$ cat config.mk
export PLATFORM = sky130hd
export DESIGN_NAME = mips_mem_port_arbiter
export DESIGN_NICKNAME = d
export VERILOG_FILES = /design/src/rtl/mips_mem_port_arbiter_pkg.sv /design/src/rtl/mips_mem_port_arbiter_starve_ctr.sv /design/src/rtl/mips_mem_port_arbiter.sv
export SDC_FILE = /design/constraint.sdc
export NUM_CORES = 1
export LEC_CHECK = 0
export BUFFER_PORTS_ARGS = -buffer_cell sky130_fd_sc_hd__buf_2
export CAP_MARGIN = 20
export CORE_MARGIN = 10
export CORE_UTILIZATION = 45
export CTS_BUF_LIST = sky130_fd_sc_hd__clkbuf_8
export DETAILED_ROUTE_END_ITERATION = 10
export PLACE_DENSITY = 0.77
export SYNTH_ARGS = -nofsm -noshare
export SYNTH_HDL_FRONTEND = slang
export SYNTH_SLANG_ARGS = --single-unit
$ cat constraint.sdc
create_clock -name clk -period 2.1 [get_ports clk]
set_clock_uncertainty 0.1 [all_clocks]
set_input_delay 0.21 -clock clk [delete_from_list [all_inputs] [get_ports clk]]
set_output_delay 0.21 -clock clk [all_outputs]
set_load 0.01 [all_outputs]
$ cat src/rtl/mips_mem_port_arbiter_pkg.sv
// Shared types and constants for the MIPS memory-port arbiter.
package mips_memarb_pkg;

  typedef enum logic [1:0] {
    IDLE  = 2'd0,
    ISSUE = 2'd1,
    WAIT  = 2'd2,
    DONE  = 2'd3
  } state_e;

  typedef enum logic {
    OWN_IF = 1'b0,
    OWN_D  = 1'b1
  } owner_e;

  // Read data returned when a WAIT times out (optional timeout build only)
  localparam logic [31:0] TIMEOUT_DATA = 32'hDEAD_BEEF;

endpackage

$ cat src/rtl/mips_mem_port_arbiter_starve_ctr.sv
// Saturating count of consecutive IF arbitration losses.
module mips_arb_starve_ctr #(
  parameter int MAX = 4,
  parameter int W   = 4
) (
  input  logic clk,
  input  logic rst,
  input  logic inc,
  input  logic clr,
  output logic sat
);

  logic [W-1:0] cnt;

  // Clear has priority; increment holds at MAX
  always_ff @(posedge clk) begin
    if (rst)                        cnt <= '0;
    else if (clr)                   cnt <= '0;
    else if (inc && cnt != W'(MAX)) cnt <= cnt + 1'b1;
  end

  // Saturation flag forces the next IF request to win
  always_comb sat = (cnt == W'(MAX));

endmodule

$ cat src/rtl/mips_mem_port_arbiter.sv
// Single-port memory arbiter between MIPS instruction fetch (IF) and data (D).
// D has fixed priority; IF wins after STARVE_MAX consecutive losses.
// Optional build macro MIPS_MEMARB_TIMEOUT_EN adds a WAIT timeout and the
// sticky err_timeout output.
module mips_mem_port_arbiter
  import mips_memarb_pkg::*;
#(
  parameter int AW         = 10,
  parameter int DW         = 32,
  parameter int RD_LAT     = 1,
  parameter int STARVE_MAX = 4,
  parameter int TIMEOUT    = 16
) (
  input  logic          clk,
  input  logic          rst,
  input  logic          if_req,
  input  logic [AW-1:0] if_addr,
  input  logic          if_kill,
  output logic          if_ack,
  output logic [DW-1:0] if_rdata,
  input  logic          d_req,
  input  logic          d_we,
  input  logic [AW-1:0] d_addr,
  input  logic [DW-1:0] d_wdata,
  output logic          d_ack,
  output logic [DW-1:0] d_rdata,
  output logic          mem_req,
  output logic          mem_we,
  output logic [AW-1:0] mem_addr,
  output logic [DW-1:0] mem_wdata,
  input  logic          mem_rvalid,
  input  logic [DW-1:0] mem_rdata,
`ifdef MIPS_MEMARB_TIMEOUT_EN
  output logic          err_timeout,
`endif
  output logic          busy
);

  // Elaboration-time parameter range checks
  if (RD_LAT < 1 || RD_LAT > 7) begin : g_bad_rd_lat
    $error("RD_LAT must be 1..7");
  end
  if (STARVE_MAX < 1 || STARVE_MAX > 15) begin : g_bad_starve
    $error("STARVE_MAX must be 1..15");
  end
  if (TIMEOUT < 1) begin : g_bad_timeout
    $error("TIMEOUT must be >= 1");
  end

  state_e        state_q, state_d;
  owner_e        owner_q, owner_d;
  logic          we_q, we_d;
  logic [AW-1:0] addr_q, addr_d;
  logic [DW-1:0] wdata_q, wdata_d;
  logic          kill_q, kill_d;

  logic          if_ack_d, d_ack_d, mem_req_d, mem_we_d, busy_d;
  logic [DW-1:0] if_rdata_d, d_rdata_d, mem_wdata_d;
  logic [AW-1:0] mem_addr_d;

  logic          st_inc, st_clr, st_sat;
  logic          fin;
  logic [DW-1:0] fin_data;

`ifdef MIPS_MEMARB_TIMEOUT_EN
  localparam int TW = $clog2(TIMEOUT + 1);
  logic [TW-1:0] wait_cnt_q, wait_cnt_d;
  logic          err_d;
`endif

  mips_arb_starve_ctr #(.MAX(STARVE_MAX), .W(4)) u_starve (
    .clk (clk),
    .rst (rst),
    .inc (st_inc),
    .clr (st_clr),
    .sat (st_sat)
  );

  // Next-state, latched request and next registered outputs
  always_comb begin
    state_d     = state_q;
    owner_d     = owner_q;
    we_d        = we_q;
    addr_d      = addr_q;
    wdata_d     = wdata_q;
    kill_d      = kill_q;
    mem_req_d   = 1'b0;
    mem_we_d    = 1'b0;
    mem_addr_d  = mem_addr;
    mem_wdata_d = mem_wdata;
    if_ack_d    = 1'b0;
    d_ack_d     = 1'b0;
    if_rdata_d  = if_rdata;
    d_rdata_d   = d_rdata;
    st_inc      = 1'b0;
    st_clr      = 1'b0;
    fin         = 1'b0;
    fin_data    = mem_rdata;
`ifdef MIPS_MEMARB_TIMEOUT_EN
    wait_cnt_d  = '0;
    err_d       = err_timeout;
`endif

    // A flush during an IF transaction only suppresses the final ack
    if (owner_q == OWN_IF && state_q != IDLE && if_kill) kill_d = 1'b1;

    unique case (state_q)
      IDLE: begin
        if (if_req && (st_sat || !d_req)) begin
          owner_d = OWN_IF;
          we_d    = 1'b0;
          addr_d  = if_addr;
          st_clr  = 1'b1;
          state_d = ISSUE;
        end else if (d_req) begin
          owner_d = OWN_D;
          we_d    = d_we;
          addr_d  = d_addr;
          wdata_d = d_wdata;
          st_inc  = if_req;
          state_d = ISSUE;
        end
        if (state_d == ISSUE) begin
          mem_req_d   = 1'b1;
          mem_we_d    = we_d;
          mem_addr_d  = addr_d;
          mem_wdata_d = wdata_d;
        end
      end
      ISSUE: begin
        state_d = we_q ? DONE : WAIT;
        fin     = we_q;
      end
      WAIT: begin
        if (mem_rvalid) begin
          state_d = DONE;
          fin     = 1'b1;
        end
`ifdef MIPS_MEMARB_TIMEOUT_EN
        else if (wait_cnt_q == TW'(TIMEOUT - 1)) begin
          state_d  = DONE;
          fin      = 1'b1;
          fin_data = DW'(TIMEOUT_DATA);
          err_d    = 1'b1;
        end else begin
          wait_cnt_d = wait_cnt_q + 1'b1;
        end
`endif
      end
      DONE: begin
        state_d = IDLE;
        kill_d  = 1'b0;
      end
      default: state_d = IDLE;
    endcase

    // Ack is registered on entry to DONE so it is visible during DONE
    if (fin) begin
      if (owner_q == OWN_D) begin
        d_ack_d = 1'b1;
        if (!we_q) d_rdata_d = fin_data;
      end else if (!(kill_q || if_kill)) begin
        if_ack_d   = 1'b1;
        if_rdata_d = fin_data;
      end
    end

    busy_d = (state_d != IDLE);
  end

  // State, latched request and all outputs registered
  always_ff @(posedge clk) begin
    if (rst) begin
      state_q   <= IDLE;
      owner_q   <= OWN_IF;
      we_q      <= 1'b0;
      addr_q    <= '0;
      wdata_q   <= '0;
      kill_q    <= 1'b0;
      if_ack    <= 1'b0;
      if_rdata  <= '0;
      d_ack     <= 1'b0;
      d_rdata   <= '0;
      mem_req   <= 1'b0;
      mem_we    <= 1'b0;
      mem_addr  <= '0;
      mem_wdata <= '0;
      busy      <= 1'b0;
    end else begin
      state_q   <= state_d;
      owner_q   <= owner_d;
      we_q      <= we_d;
      addr_q    <= addr_d;
      wdata_q   <= wdata_d;
      kill_q    <= kill_d;
      if_ack    <= if_ack_d;
      if_rdata  <= if_rdata_d;
      d_ack     <= d_ack_d;
      d_rdata   <= d_rdata_d;
      mem_req   <= mem_req_d;
      mem_we    <= mem_we_d;
      mem_addr  <= mem_addr_d;
      mem_wdata <= mem_wdata_d;
      busy      <= busy_d;
    end
  end

`ifdef MIPS_MEMARB_TIMEOUT_EN
  // WAIT cycle counter and sticky timeout flag
  always_ff @(posedge clk) begin
    if (rst) begin
      wait_cnt_q  <= '0;
      err_timeout <= 1'b0;
    end else begin
      wait_cnt_q  <= wait_cnt_d;
      err_timeout <= err_d;
    end
  end
`endif

endmodule

==> report_table.html <==
<table>
<tr><th>Metric</th><th>Value</th></tr>
<tr><th colspan="2">Power</th></tr>
<tr><td>Clock group share of total power</td><td>31.3%</td></tr>
<tr><td>Total power density per cell area</td><td>767 nW/um2</td></tr>
<tr><td>Internal Dissipation</td><td>5080 uW</td></tr>
<tr><td>Maximum resistive drop on vdd</td><td>0.630 mV</td></tr>
<tr><td>Psw</td><td>about 2300 uW</td></tr>
<tr><td>Combinational group share of total power</td><td>between 20% and 30%</td></tr>
<tr><td>Share of power burned in registers</td><td>between 40 and 50%</td></tr>
<tr><td>Fraction of power spent switching nets</td><td>a little under a third</td></tr>
<tr><td>Leakage power</td><td>about 0.0038 uW</td></tr>
<tr><th colspan="2">Final layout</th></tr>
<tr><td>ANT cells</td><td>0</td></tr>
<tr><td>Share of layout cells above drive strength 1</td><td>27.0%</td></tr>
<tr><td>Net total in the final layout</td><td>1145</td></tr>
<tr><td>Area Growth Syn to Fin</td><td>32.1%</td></tr>
<tr><th colspan="2">Status</th></tr>
<tr><td>Status</td><td>completed</td></tr>
<tr><th colspan="2">Yosys</th></tr>
<tr><td>Synthesis-stage register bit count</td><td>approximately 160</td></tr>
<tr><td>Proportion of register bits with asynchronous set or reset after synthesis</td><td>0%</td></tr>
<tr><td>Synthesis warning total</td><td>0</td></tr>
<tr><td>EDFF count, synth</td><td>0</td></tr>
<tr><td>Synth top cells by count</td><td>sky130_fd_sc_hd__dfxtp_1, sky130_fd_sc_hd__a21oi_1, sky130_fd_sc_hd__clkbuf_1</td></tr>
<tr><td>Sequential-to-total area share from yosys stat</td><td>44.8%</td></tr>
<tr><td>Share of the synthesized area in the top cell type</td><td>44.8%</td></tr>
<tr><td>Distinct cell type count after synthesis</td><td>45</td></tr>
<tr><td>Most frequent cell after synthesis</td><td>sky130_fd_sc_hd__dfxtp_1</td></tr>
<tr><td>Top post-synthesis cells by area</td><td>sky130_fd_sc_hd__dfxtp_1, sky130_fd_sc_hd__a21oi_1, sky130_fd_sc_hd__nand3_1</td></tr>
<tr><td>Mean instance size in the synthesized netlist</td><td>8.76 um2</td></tr>
<tr><td>Cells after Synth</td><td>827</td></tr>
<tr><td>Synth Flop Type</td><td>sky130_fd_sc_hd__dfxtp_1</td></tr>
<tr><td>Post-synth top area cell</td><td>sky130_fd_sc_hd__dfxtp_1</td></tr>
<tr><td>Synthesized netlist net count</td><td>924</td></tr>
<tr><td>Post-Syn Area</td><td>7250 um2</td></tr>
<tr><th colspan="2">Critical path</th></tr>
<tr><td>Category of the critical setup timing path</td><td>flop to flop</td></tr>
<tr><td>Worst-case register-to-register setup slack</td><td>around 0.16 ns</td></tr>
<tr><td>Nature of the critical path endpoint</td><td>flop</td></tr>
<tr><td>Crit Reg-Reg Endpoint</td><td>if_rdata[20]</td></tr>
<tr><td>Startpoint Class</td><td>flop</td></tr>
<tr><td>Signal arrival time at the worst endpoint</td><td>2.15 ns</td></tr>
<tr><td>Worst reg2reg path startpoint</td><td>state_q[1]</td></tr>
<tr><td>Maximum fanout along the worst path</td><td>64</td></tr>
<tr><td>Required time reported for the critical path endpoint</td><td>approximately 2.3 ns</td></tr>
<tr><td>R2R cell count</td><td>6</td></tr>
<tr><th colspan="2">Floorplan</th></tr>
<tr><td>Die Footprint</td><td>21600 um2</td></tr>
<tr><td>Initial Utilization</td><td>45.8%</td></tr>
<tr><td>Site row count</td><td>46</td></tr>
<tr><td>Width of the chip</td><td>147 um</td></tr>
<tr><td>I/O pin cnt</td><td>202</td></tr>
<tr><td>Area inside the core boundary</td><td>15800 um2</td></tr>
<tr><td>Chip height</td><td>147 um</td></tr>
<tr><th colspan="2">Placed design</th></tr>
<tr><td>Last weighted congestion value of the routability-driven placer</td><td>about 0.80</td></tr>
<tr><td>Pre-CTS setup slack</td><td>0.262 ns</td></tr>
<tr><td>Count of buffers inserted at the top-level ports</td><td>201</td></tr>
<tr><td>Detailed-placement wirelength estimate</td><td>15.0 mm</td></tr>
<tr><th colspan="2">Timing</th></tr>
<tr><td>Total negative slack for setup checks</td><td>0 ns</td></tr>
<tr><td>Actual transition at the worst max-transition pin</td><td>0.570 ns</td></tr>
<tr><td>Pins over their slew limit</td><td>0</td></tr>
<tr><td>Setup violation total in the final timing report</td><td>0</td></tr>
<tr><td>Crit path time final</td><td>just under 2 ns</td></tr>
<tr><td>Count of final hold-check violations</td><td>0</td></tr>
<tr><td>Worst slew margin</td><td>62.0%</td></tr>
<tr><td>Unrepaired setup endpoints after global routing</td><td>no</td></tr>
<tr><td>Peak Freq</td><td>515 MHz</td></tr>
<tr><td>Final critical-path setup slack</td><td>around 0.16 ns</td></tr>
<tr><td>Post-route clock period utilization</td><td>92.5%</td></tr>
<tr><th colspan="2">Route</th></tr>
<tr><td>Per-cell via count in the routed design</td><td>5.98</td></tr>
<tr><td>WL per Instance</td><td>19.0 um</td></tr>
<tr><td>Post-detailed-route count of antenna-violating nets</td><td>0</td></tr>
<tr><td>Wire length after detailed routing</td><td>24.3 mm</td></tr>
<tr><td>Remaining routing DRC violations</td><td>0</td></tr>
<tr><td>Iteration-0 DRC Markers</td><td>540</td></tr>
<tr><td>Detailed-route via count</td><td>~7600</td></tr>
<tr><td>Drt first pass iters</td><td>5</td></tr>
<tr><th colspan="2">GRT</th></tr>
<tr><td>First-pass GRT wire length</td><td>40.1 mm</td></tr>
<tr><td>Via count of the first global-routing pass</td><td>7621</td></tr>
<tr><td>Number of antenna violations at the first check in global routing</td><td>0</td></tr>
<tr><td>Pin count of the biggest net entering global routing</td><td>119</td></tr>
<tr><td>Overflow after GRT</td><td>0</td></tr>
<tr><td>Overall track demand over capacity in global routing</td><td>between 20% and 30%</td></tr>
<tr><th colspan="2">Clock network</th></tr>
<tr><td>CTS root buffer</td><td>sky130_fd_sc_hd__clkbuf_8</td></tr>
<tr><td>Clk sinks</td><td>162</td></tr>
<tr><td>Gates resized, CTS repair</td><td>0</td></tr>
<tr><td>Clk_lat worst skew</td><td>0.44 ns</td></tr>
<tr><td>Clock tree from TritonCTS</td><td>built</td></tr>
<tr><td>Maximum count of clock buffers along a single path</td><td>2</td></tr>
<tr><td>H-tree lvl count</td><td>4</td></tr>
<tr><td>Clock transition at the registers of the reported paths</td><td>~0.08 ns</td></tr>
<tr><td>Clock buffers created by TritonCTS</td><td>17</td></tr>
<tr><th colspan="2">Flow run</th></tr>
<tr><td>Number of violations of the max-capacitance limit</td><td>0</td></tr>
<tr><th colspan="2">Min path</th></tr>
<tr><td>WHS Endpoint</td><td>mem_addr[1]</td></tr>
<tr><td>Hold Path Origin</td><td>if_addr[1]</td></tr>
<tr><td>Worst hold path cell count</td><td>3</td></tr>
<tr><td>Worst hold path class</td><td>primary input to flop</td></tr>
</table>
==> layout by cell type (no fill, tap or decap), drive strengths merged, types with 6 or more instances in the layout <==
| cell type | netlist | layout |
|---|---|---|
| buf | 28 | 236 |
| dfxtp | 162 | 162 |
| a21oi | 111 | 111 |
| dlygate4sd3 | 0 | 70 |
| nand3 | 69 | 69 |
| o21ai | 69 | 69 |
| nand2 | 56 | 56 |
| nand4 | 33 | 33 |
| o31ai | 33 | 33 |
| a21boi | 32 | 32 |
| o221ai | 32 | 32 |
| o221a | 32 | 32 |
| o32ai | 30 | 30 |
| clkbuf | 76 | 19 |
| inv | 9 | 13 |
| mux2 | 10 | 10 |
| nor3 | 6 | 6 |
| ha | 6 | 6 |
==> state kept, by name (all words and copies together) (netlist names) <==
| signal | cells |
|---|---|
| mem_addr | 10 |
| owner_q | 1 |
| wdata_q | 32 |
| u_starve.cnt | 4 |
| d_rdata | 32 |
| mem_wdata | 32 |
| busy | 1 |
| kill_q | 1 |
| mem_req | 1 |
| we_q | 1 |
| mem_we | 1 |
| if_rdata | 32 |
| state_q | 2 |
| if_ack | 1 |
| d_ack | 1 |
| addr_q | 10 |
==> what timing repair did <==
| action | in CTS | in global routing |
|---|---|---|
| hold buffers | 70 | 0 |
| buffers inserted | 0 | 0 |
| endpoints found under the hold margin | 103 | 0 |
==> power groups by stage <==
stage                     Sequential, uW  Combinational, uW  Clock [uW]
after floorplan                     3520                898           0
after global placement              3470               1500           0
after detailed placement            3480               1520           0
after CTS                           3410               1620        2350
after global routing                3440               1790        2450
final                               3410               1630        2300
==> area by class of cell <==
| cell class | count | area, um2 |
|---|---|---|
| Clock buffer | 19 | 262 |
| Fill cell | 1353 | 6250 |
| Tap cell | 216 | 270 |
| Multi-Input combinational cell | 551 | 3530 |
| Timing Repair Buffer | 306 | 2100 |
| Clock inverter | 13 | 135 |
| Sequential cell | 162 | 3240 |
| Inverter | 10 | 37.5 |
==> layer usage <==
layer,vias up,wire length (um),GRT usage (%)
li1,3616,-,-
met1,3644,9650,26.1
met2,345,12000,36.7
met3,30,2260,8.17
met4,0,380,6.14
met5,-,0,0
==> cells by family after synthesis <==
kind of cell	count (synthesis)	share of synthesized area, %
AOI/OAI and AO/OA	351	33.0
adders and majority gates	6	1.04
buffers and inverters	114	6.77
DFF	162	44.8
muxes	11	1.69
and+or+nand+nor	183	12.8
==> metrics by stage <==
| step | hold slack [ns] | util [%] | power [uW] | instance area [um2] | cells |
|---|---|---|---|---|---|
| after floorplan | 0.258 | - | 4420 | 7250 | 827 |
| after global placement | 0.351 | 53.5 | 4980 | 8480 | 1175 |
| after detailed placement | 0.357 | 53.5 | 5000 | 8480 | 1175 |
| after CTS | 0.00440 | 60.5 | 7380 | 9570 | 1277 |
| after global routing | 0.0311 | 60.5 | 7680 | 9570 | 1277 |
| final | 0.0410 | 60.5 | 7340 | 9570 | 1277 |
==> critical path, cell delays in order, from the launching register on <==
cell                      delay (ns)
sky130_fd_sc_hd__dfxtp_1        0.38
sky130_fd_sc_hd__inv_1          0.08
sky130_fd_sc_hd__ha_2           0.50
sky130_fd_sc_hd__inv_2          0.08
sky130_fd_sc_hd__buf_12         0.20
sky130_fd_sc_hd__o31ai_1        0.32
sky130_fd_sc_hd__a21oi_1        0.14
==> worst max-delay path by stage <==
stage	from	end	slack, ns
floorplan	state_q[0]	if_rdata[10]	0.35
global placement	u_starve.cnt[0]	u_starve.cnt[3]	0.29
detailed placement	u_starve.cnt[0]	u_starve.cnt[3]	0.26
CTS	u_starve.cnt[0]	u_starve.cnt[3]	0.24
global route	state_q[1]	if_rdata[20]	0.03
finish	state_q[1]	if_rdata[20]	0.16
(Power assumes the default switching activity.)
